**config.mk**
```make
export PLATFORM = sky130hd
export DESIGN_NAME = sha256_digest_streamer
export DESIGN_NICKNAME = d
export VERILOG_FILES = /design/src/rtl/sha256_digest_streamer_pkg.sv /design/src/rtl/sha256_digest_fifo.sv /design/src/rtl/sha256_digest_streamer.sv
export SDC_FILE = /design/constraint.sdc
export NUM_CORES = 1
export LEC_CHECK = 0
export ABC_AREA = 1
export BUFFER_PORTS_ARGS = -buffer_cell sky130_fd_sc_hd__buf_2
export CELL_PAD_IN_SITES_DETAIL_PLACEMENT = 1
export CELL_PAD_IN_SITES_GLOBAL_PLACEMENT = 1
export CORE_ASPECT_RATIO = 0.75
export CORE_MARGIN = 8
export CORE_UTILIZATION = 30
export DETAILED_ROUTE_END_ITERATION = 7
export PLACE_DENSITY = 0.55
export SYNTH_ARGS = -nofsm -noshare
export SYNTH_HDL_FRONTEND = slang
export SYNTH_SLANG_ARGS = --single-unit
```
**constraint.sdc**
```tcl
create_clock -name clk -period 18.15 [get_ports clk]
set_clock_uncertainty 0.05 [all_clocks]
set_input_delay 0.9075 -clock clk [delete_from_list [all_inputs] [get_ports clk]]
set_output_delay 0.9075 -clock clk [all_outputs]
set_load 0.01 [all_outputs]
```
**src/rtl/sha256_digest_streamer_pkg.sv**
```systemverilog
// Shared sha256 definitions: word/digest geometry and the streamer FSM state type.
package sha256_digest_streamer_pkg;

  localparam int SHA_WORD_W       = 32;
  localparam int SHA_DIGEST_W     = 256;
  localparam int SHA_DIGEST_WORDS = 8;

  typedef enum logic {
    ST_IDLE,
    ST_STREAM
  } sha_state_e;

endpackage

```
**src/rtl/sha256_digest_fifo.sv**
```systemverilog
// Small digest buffer (1 or 2 slots). A push is still accepted when the
// buffer is full, provided a pop frees the head slot in the same cycle.
module sha256_digest_fifo
  import sha256_digest_streamer_pkg::*;
#(
  parameter int DEPTH = 2
) (
  input  logic                    clk,
  input  logic                    rst,
  input  logic                    push_i,
  input  logic                    pop_i,
  input  logic [SHA_DIGEST_W-1:0] push_data_i,
  output logic [SHA_DIGEST_W-1:0] head_o,
  output logic                    push_ok_o,
  output logic                    full_o,
  output logic                    empty_o,
  output logic [1:0]              count_o
);

  logic [SHA_DIGEST_W-1:0] mem_q [DEPTH];
  logic                    wr_ptr_q, wr_ptr_d;
  logic                    rd_ptr_q, rd_ptr_d;
  logic [1:0]              count_q, count_d;
  logic                    pop_do;

  function automatic logic ptr_inc(input logic p);
    return (DEPTH == 1) ? 1'b0 : ~p;
  endfunction

  assign full_o    = (count_q == 2'(DEPTH));
  assign empty_o   = (count_q == 2'd0);
  assign pop_do    = pop_i && !empty_o;
  assign push_ok_o = push_i && (!full_o || pop_do);
  assign head_o    = mem_q[rd_ptr_q];
  assign count_o   = count_q;

  always_comb begin
    wr_ptr_d = wr_ptr_q;
    rd_ptr_d = rd_ptr_q;
    count_d  = count_q;
    if (push_ok_o) wr_ptr_d = ptr_inc(wr_ptr_q);
    if (pop_do)    rd_ptr_d = ptr_inc(rd_ptr_q);
    count_d = count_q + {1'b0, push_ok_o} - {1'b0, pop_do};
  end

  always_ff @(posedge clk or negedge rst) begin
    if (!rst) begin
      wr_ptr_q <= 1'b0;
      rd_ptr_q <= 1'b0;
      count_q  <= 2'd0;
    end else begin
      wr_ptr_q <= wr_ptr_d;
      rd_ptr_q <= rd_ptr_d;
      count_q  <= count_d;
    end
  end

  // Storage needs no reset; occupancy is tracked by the pointers and count.
  always_ff @(posedge clk) begin
    if (push_ok_o) mem_q[wr_ptr_q] <= push_data_i;
  end

endmodule

```
**src/rtl/sha256_digest_streamer.sv**
```systemverilog
// Captures 256-bit digests on the rising edge of output_valid and streams each
// one out as eight 32-bit words over a valid/ready handshake.
module sha256_digest_streamer
  import sha256_digest_streamer_pkg::*;
#(
  parameter int WORD_W    = 32,
  parameter int DIGEST_W  = 256,
  parameter int DEPTH     = 2,
  parameter bit MSW_FIRST = 1'b1
) (
  input  logic                clk,
  input  logic                rst,
  input  logic [DIGEST_W-1:0] hash_data,
  input  logic                output_valid,
  output logic [WORD_W-1:0]   out_data,
  output logic                out_valid,
  input  logic                out_ready,
  output logic                out_last,
  output logic                overflow,
  output logic [1:0]          pending
);

  sha_state_e              state_q, state_d;
  logic [2:0]              idx_q, idx_d;
  logic                    ov_prev_q;
  logic                    overflow_q, overflow_d;
  logic                    capture;
  logic                    handshake;
  logic                    pop;
  logic                    push_ok;
  logic                    full;
  logic                    empty;
  logic [1:0]              count;
  logic [SHA_DIGEST_W-1:0] head;
  logic [2:0]              word_sel;

  assign capture   = output_valid && !ov_prev_q;
  assign handshake = (state_q == ST_STREAM) && out_ready;
  assign pop       = handshake && (idx_q == 3'd7);

  sha256_digest_fifo #(
    .DEPTH(DEPTH)
  ) u_fifo (
    .clk        (clk),
    .rst        (rst),
    .push_i     (capture),
    .pop_i      (pop),
    .push_data_i(hash_data),
    .head_o     (head),
    .push_ok_o  (push_ok),
    .full_o     (full),
    .empty_o    (empty),
    .count_o    (count)
  );

  always_comb begin
    state_d    = state_q;
    idx_d      = idx_q;
    overflow_d = capture && full && !push_ok;
    case (state_q)
      ST_IDLE: begin
        idx_d = 3'd0;
        if (!empty || push_ok) state_d = ST_STREAM;
      end
      ST_STREAM: begin
        if (handshake) begin
          if (idx_q == 3'd7) begin
            idx_d = 3'd0;
            // Last word of the only buffered digest, nothing arriving: go idle.
            if (count == 2'd1 && !push_ok) state_d = ST_IDLE;
          end else begin
            idx_d = idx_q + 3'd1;
          end
        end
      end
      default: state_d = ST_IDLE;
    endcase
  end

  always_ff @(posedge clk or negedge rst) begin
    if (!rst) begin
      state_q    <= ST_IDLE;
      idx_q      <= 3'd0;
      ov_prev_q  <= 1'b0;
      overflow_q <= 1'b0;
    end else begin
      state_q    <= state_d;
      idx_q      <= idx_d;
      ov_prev_q  <= output_valid;
      overflow_q <= overflow_d;
    end
  end

  // With MSW_FIRST, word 0 is the top 32 bits (H0) of the digest.
  assign word_sel  = MSW_FIRST ? ~idx_q : idx_q;
  assign out_valid = (state_q == ST_STREAM);
  assign out_last  = (state_q == ST_STREAM) && (idx_q == 3'd7);
  assign out_data  = (state_q == ST_STREAM) ? head[{word_sel, 5'b0} +: SHA_WORD_W] : '0;
  assign overflow  = overflow_q;
  assign pending   = count;

endmodule
```
==> key figures, run 1 <==
Drt
  • WL per Instance: between 20 and 25 um
  • Top sig layer: met5
  • TritonRoute pass-1 iters: 4
  • Drt drc: 0
  • Via count: ~15000
  • First DRT Iteration DRCs: roughly 810
  • Metal2 WL: roughly 34000 um
  • Routed wire length: 69300 um
  • DRT met1 WL: between 30000 and 40000 um
  • Final ANT Viol Nets: 0
  • DR WL met3: between 3000 and 4000 um
  • Via-per-instance ratio: ~4.6

Die
  • Core Region: around 73000 sq um
  • Top Ports: 297
  • DIE HEIGHT: 251 um
  • Die footprint: around 83000 sq um
  • Initial Utilization: between 30% and 40%
  • DIE WIDTH: 330 um
  • Row cnt: 86

Logic synthesis
  • Post-synthesis cell type count: 22
  • Area share of the largest cell type after synthesis: a little over two thirds
  • Yosys Warn Count: 0
  • Average cell area after synthesis: around 11 sq um
  • Post-synth top area cell: edfxtp_1
  • Syn Nets: 2312
  • Synth Register Bits: between 500 and 600
  • Mapped Area: approximately 22000 sq um
  • Register area share after synthesis: 70.6%
  • Syn Inst Count: roughly 2000
  • Dominant cells by area after synthesis: edfxtp_1 (69%), nand2_1 (13%), nand3_1 (7.3%), inv_1 (4.5%), dfrtp_1 (1.1%)

STA
  • Final period util: slightly below 30%
  • Worst slew pin tran: about 1.1 ns
  • RSZ-0062 raised after global routing: false
  • TNS Setup: 0 ns
  • Achievable Freq: between 150 and 200 MHz
  • Tmin final: between 5 and 6 ns
  • Max-slew headroom: 25.1%
  • Finish-stage setup viols: 0
  • Max Slew Vio Count: 0
  • Hold_ws: 0.126 ns
  • Final hold violations: 0

Worst setup path
  • Startpoint class of the critical path: flop
  • CP Data Arrival Time: 5.57 ns
  • Critical path capture point type: flop
  • Critical Path RT: ~18 ns
  • CP Cell Sequence: ha_1 -> ha_1 -> nand2_1 -> inv_1 -> nand2_1 -> nand3_1 -> nand2_1 -> nor2_4 -> buf_4 -> buf_4 -> buf_4
  • Crit Path Max Fanout: 72
  • Worst path slowest cell: buf_4
  • CP max stage delay: 0.90 ns
  • Worst Setup Path Type: reg2reg

Placement
  • Buffers added on ports: about 300
  • Routability cong.: roughly 0.75
  • HPWL Detailed: approximately 45000 um
  • DP Area: between 20000 and 25000 sq um

CTS
  • Setup Buffers After CTS: 0
  • Clock buffer count from CTS: 56
  • Hold-fix buffers at CTS: 0
  • Clk buf depth: 3
  • H-Tree Depth: 2
  • Clk_lat worst skew: approximately 0.6 ns
  • CTS tree: built
  • Post-cts resize count: 0
  • Root buffer cell: clkbuf_16
  • Clock sinks: 522
  • Clock transition at path regs: approximately 0.060 ns

Global routing
  • Vias in the first global route: ~16000
  • Largest net degree at the start of global routing: between 100 and 150
  • Initial antenna violation count: 11
  • GRT overflow: 0
  • Total GRT Usage: approximately 16%
  • First-pass GRT wire length: 102000 um

Final layout
  • Most frequent cells in the layout: nand2_1 (772), edfxtp_1 (512), nand3_1 (323)
  • Commonest non-fill, non-tap cell in the layout: nand2_1
  • Layout area overhead: 17.6%
  • Nets: about 2600
  • Finished Cell Area: between 20000 and 30000 sq um
  • Fraction of layout cells with a size suffix above 1: between 10% and 20%
  • Final Util: about 35%

Pwr
  • Pwr Density: 155 nW/um^2
  • Peak VDD IR: 0.0958 mV
  • Power, Total: roughly 4 mW
  • Leak Pwr: 11.0 nW

Job
  • Max_cap viols: 0

Min path
  • Hold crit path type: in2async

Outcome
  • Status: complete, no violations
area by class of cell:
class	instances	area (sq um)
multi-input combinational	1148	4830
sequential	522	15600
inverter	269	1020
clock buffer	71	1480
antenna	5	12.5
fill	8164	47300
timing repair buffer	317	1640
tap	968	1210
clock inverter	33	175
kinds of logic after synthesis:
group	after synthesis	synth area share (%)
AOI/OAI and AO/OA	37	0.871
xor gates and xnor gates	3	0.119
adders and majority gates	4	0.226
buffers and inverters	378	7.61
DFF	522	70.6
and+or+nand+nor	1104	20.6
per-stage QoR:
| step | worst slack, ns | std cells |
|---|---|---|
| floorplan | 5.44 | 2048 |
| global placement | 12.62 | 3224 |
| detailed placement | 12.60 | 3224 |
| CTS | 12.57 | 3328 |
| global route | 12.32 | 3328 |
| finish | 12.75 | 3333 |
metal layers:
metal	GRT usage (%)	vias to the layer above
li1	-	7259
met1	20.5	7535
met2	28.3	314
met3	3.50	95
met4	4.44	2
met5	0	-
cell usage after synthesis:
library cell / n
a21oi_1: 33
a31o_2: 1
buf_1: 10
buf_2: 47
buf_4: 13
buf_6: 19
buf_8: 1
clkbuf_1: 19
clkinv_1: 1
dfrtp_1: 10
edfxtp_1: 512
ha_1: 4
inv_1: 267
inv_4: 1
nand2_1: 772
nand3_1: 323
nor2_1: 8
o2111ai_1: 1
o21ai_0: 2
or2_2: 1
xnor2_1: 1
xor2_1: 2
registers in the layout, indices dropped and copies added, names as in the netlist:
register and count:
u_fifo.mem_q 512, u_fifo.wr_ptr_q 1, u_fifo.count_o 2, idx_q 3, ov_prev_q 1, out_valid 1, u_fifo.rd_ptr_q 1, overflow 1
power by group:
| part | switching (mW) | internal, mW |
|---|---|---|
| Clock | 0.469 | 0.586 |
| Sequential | 0.0769 | 1.50 |
| Combinational | 1.01 | 0.380 |
| Total | 1.55 | 2.46 |
worst max-delay path: cells and delay by family (launching register included):
| kind | cells | cell delay (ns) |
|---|---|---|
| adders and majority gates | 2 | 0.42 |
| buffers and inverters | 4 | 2.54 |
| DFF | 1 | 0.70 |
| and+or+nand+nor | 5 | 1.20 |
final timing paths:
check,slack (ns),cells past startpoint,startpoint,endpoint
hold reg to reg,0.56,3,ov_prev_q$_DFF_PN0_,overflow$_DFF_PN0_
min in group clk,0.39,1,output_valid,ov_prev_q$_DFF_PN0_
max in group asynchronous,17.68,1,rst,idx_q[1]$_DFFE_PN0P_
hold / removal,0.13,1,rst,overflow$_DFF_PN0_
setup / recovery,12.75,11,idx_q[1]$_DFFE_PN0P_,u_fifo.mem_q[0][106]$_DFFE_PP_
setup reg to reg,12.75,11,idx_q[1]$_DFFE_PN0P_,u_fifo.mem_q[0][106]$_DFFE_PP_
Power figures use the tool's default switching activity.
==> run 2, diff against run 1 <==
--- a/config.mk
+++ b/config.mk
@@ -5,7 +5,7 @@
 export SDC_FILE = /design/constraint.sdc
 export NUM_CORES = 1
 export LEC_CHECK = 0
-export ABC_AREA = 1
+export ABC_AREA = 0
 export BUFFER_PORTS_ARGS = -buffer_cell sky130_fd_sc_hd__buf_2
 export CELL_PAD_IN_SITES_DETAIL_PLACEMENT = 1
 export CELL_PAD_IN_SITES_GLOBAL_PLACEMENT = 1
@@ -13,7 +13,7 @@
 export CORE_MARGIN = 8
 export CORE_UTILIZATION = 30
 export DETAILED_ROUTE_END_ITERATION = 7
-export PLACE_DENSITY = 0.55
+export PLACE_DENSITY = 0.52
 export SYNTH_ARGS = -nofsm -noshare
 export SYNTH_HDL_FRONTEND = slang
 export SYNTH_SLANG_ARGS = --single-unit
==> constraint.sdc (replaced) <==
create_clock -name clk -period 5.55 [get_ports clk]
set_clock_uncertainty 0.05 [all_clocks]
set_input_delay 0.2775 -clock clk [delete_from_list [all_inputs] [get_ports clk]]
set_output_delay 0.2775 -clock clk [all_outputs]
set_load 0.01 [all_outputs]
==> run 2 against run 1 <==
- wire length is 16% lower
- final cell count is 23% lower
- final area is 3.8% higher
- synthesized cell count down 48%
- die area is 8.1% lower
- global-route usage shrank 1.3 points
- setup slack lost 11 ns
- combinational power grew to 3.0 times the previous value
- utilization increased by 4.9 points
- largest cell class unchanged
==> key figures, run 2 <==
Outcome
  • Status: complete, no violations

Drt
  • WL per Instance: between 20 and 25 um
  • TritonRoute pass-1 iters: 5
  • Via-per-instance ratio: 4.60
  • Routed wire length: 58500 um
  • Drt drc: 0
  • Via count: between 10000 and 15000
  • Final ANT Viol Nets: 0
  • First DRT Iteration DRCs: approximately 800

STA
  • Hold_ws: ~0.055 ns
  • Final hold violations: 0
  • Max Slew Vio Count: 0
  • Tmin final: around 3.6 ns
  • Max-slew headroom: ~29%
  • TNS Setup: 0 ns
  • RSZ-0062 raised after global routing: false
  • Final period util: 65.4%
  • Worst slew pin tran: 1.06 ns
  • Achievable Freq: approximately 280 MHz
  • Finish-stage setup viols: 0

Final layout
  • Fraction of layout cells with a size suffix above 1: about a quarter
  • Commonest non-fill, non-tap cell in the layout: edfxtp_1
  • Final Util: roughly two fifths
  • Nets: approximately 1900
  • Most frequent cells in the layout: edfxtp_1 (512), buf_2 (296), dlygate4sd3_1 (259)
  • Max FFs per register: a little over 500
  • Finished Cell Area: roughly 27000 sq um
  • Count of non-filler cells in the finished layout: roughly 2600
  • Largest Register: u_fifo.mem_q
  • Layout area overhead: 33.6%

Logic synthesis
  • Synth Area in XOR/XNOR: 0.173%
  • Post-synthesis async set-or-reset flop share: 1.92%
  • Post-synthesis cell type count: 30
  • Area share of the largest cell type after synthesis: about three quarters
  • Adder-cell share of the synthesized area: less than 1%
  • Mux cell area share after synthesis: 13.0%
  • Post-synth EDFFs: ~500
  • Mapped Area: just over 20000 sq um
  • Average cell area after synthesis: 19.0 sq um
  • Main combinational cell family by area after synthesis: multiplexers
  • Commonest cells in the netlist: edfxtp_1 (512), mux2i_1 (225), a22oi_1 (94), nand2_1 (50), o21ai_1 (34)
  • Post-synth top flop: edfxtp_1
  • Syn Inst Count: 1064
  • Complex-gate fraction of the synthesized area: under 10%
  • Synth Register Bits: ~520
  • Register area share after synthesis: between 70 and 80%
  • Post-synth top area cell: edfxtp_1
  • Syn Nets: approximately 1300
  • Most frequent cell after synthesis: edfxtp_1
  • Dominant cells by area after synthesis: edfxtp_1 (76%), mux2i_1 (11%), a22oi_1 (3.5%), mux4_2 (1.9%), dfrtp_1 (1.2%)
  • Yosys Warn Count: 0
  • Post-Synth Simple-Gate Area: around 1.4%

Global routing
  • Vias in the first global route: 13239
  • GRT overflow: 0
  • Total GRT Usage: 15.0%
  • Initial antenna violation count: 16
  • Largest net degree at the start of global routing: between 100 and 150
  • First-pass GRT wire length: around 85000 um

CTS
  • Setup Buffers After CTS: 0
  • Hold-fix buffers at CTS: between 200 and 300
  • Clock sinks: 522
  • H-Tree Depth: 2
  • Clock buffer count from CTS: 55
  • CTS tree: built
  • Clk_lat worst skew: roughly 0.58 ns
  • Root buffer cell: clkbuf_16
  • Post-cts resize count: 0
  • Clk buf depth: 3
  • Clock transition at path regs: about 0.060 ns

Worst setup path
  • Critical path capture point type: output pin
  • Worst Setup Path Type: reg2out
  • Worst path slowest cell: dfrtp_4
  • CP max stage delay: between 1 and 1.5 ns
  • Delay-heaviest family, CP: flip-flops
  • Worst r2r path cells: 7
  • WP buf/inv: 2
  • Critical Path RT: approximately 5.2 ns
  • Startpoint class of the critical path: flop
  • Flop2flop setup slack: between 2 and 2.5 ns
  • FF-to-FF End: u_fifo.mem_q[1][122]$_DFFE_PP_
  • CP Data Arrival Time: 3.30 ns
  • CP Cell Sequence: buf_4 -> mux2i_1 -> a22oi_1 -> nand2_1 -> o22ai_1 -> buf_2
  • Reg2Reg Launch Point: idx_q[0]$_DFFE_PN0P_
  • Crit Path Max Fanout: 45

Die
  • DIE WIDTH: around 320 um
  • Die footprint: 76100 sq um
  • Top Ports: between 200 and 300
  • DIE HEIGHT: approximately 240 um
  • Row cnt: 82
  • Initial Utilization: between 30 and 40%
  • Core Region: approximately 67000 sq um

Pwr
  • Pwr Density: between 400 and 500 nW/um^2
  • Leak Pwr: between 9 and 10 nW
  • Peak VDD IR: roughly 0.24 mV

Placement
  • DP Area: 22700 sq um
  • Inst Count DP: ~2200
  • Routability cong.: between 0.7 and 0.8
  • HPWL Detailed: 36900 um
  • Buffers added on ports: approximately 300

Min path
  • Hold crit path type: in2async

Job
  • Max_cap viols: 0
run 2: stage by stage:
stage | setup slack, ns | power, mW
final | 1.92 | 12.7
after global routing | 1.69 | 13.4
after CTS | 1.77 | 13.0
after detailed placement | 2.35 | 9.32
after global placement | 2.40 | 9.28
after floorplan | 0.0356 | 7.78
run 2: power by group:
part	switching, mW	internal (mW)
Clock	1.50	1.96
Sequential	0.233	4.90
Combinational	2.57	1.57
run 2: worst max path at each step:
stage | from | to | slack [ns] | cells past startpoint
final | u_fifo.rd_ptr_q$_DFFE_PN0N_ | out_data[21] | 1.92 | 6
after detailed placement | idx_q[0]$_DFFE_PN0P_ | u_fifo.mem_q[1][46]$_DFFE_PP_ | 2.35 | 7
after global placement | idx_q[0]$_DFFE_PN0P_ | u_fifo.mem_q[1][4]$_DFFE_PP_ | 2.40 | 7
after CTS | idx_q[1]$_DFFE_PN0P_ | out_data[10] | 1.77 | 7
after floorplan | idx_q[0]$_DFFE_PN0P_ | u_fifo.mem_q[0][0]$_DFFE_PP_ | 0.04 | 6
after global routing | u_fifo.rd_ptr_q$_DFFE_PN0N_ | out_data[21] | 1.69 | 6
run 2: layout make-up:
type,count,area [sq um]
fillers,6583,39800
flip-flops and latches,522,15600
repair buffers,578,4360
multi-input cells,479,4220
clock buffers,73,1490
well taps,882,1100
clock inverters,26,174
diodes,10,25.0
inverters,4,15.0
run 2: logic make-up (layout without fill, tap and decap cells):
logic type               after synthesis  in the layout
adder cells (fa/ha/maj)                4              4
other                                  0             10
XOR/XNOR                               4              4
multiplexers                         242            242
AND/OR/NAND/NOR                       66             66
buffers and inverters                 63            681
flip-flops                           522            522
AO/OA/AOI/OAI                        163            163
run 2: routing by layer:
| metal | share of wire [%] | GRT usage (%) | wire length [um] | up-vias |
|---|---|---|---|---|
| met5 | 0.13 | 0 | 76 | - |
| met4 | 1.8 | 3.32 | 1040 | 12 |
| met3 | 5.9 | 3.81 | 3430 | 83 |
| met2 | 49 | 25.6 | 28500 | 293 |
| met1 | 43 | 19.1 | 25400 | 5979 |
| li1 | - | - | - | 5476 |
run 2: worst reg2reg max path, delay by kind of cell (launching register included):
| family | cells | cell delay, ns |
|---|---|---|
| adders and majority gates | 2 | 0.31 |
| DFF | 1 | 0.50 |
| and+or+nand+nor | 4 | 1.33 |
| buffers and inverters | 1 | 0.59 |
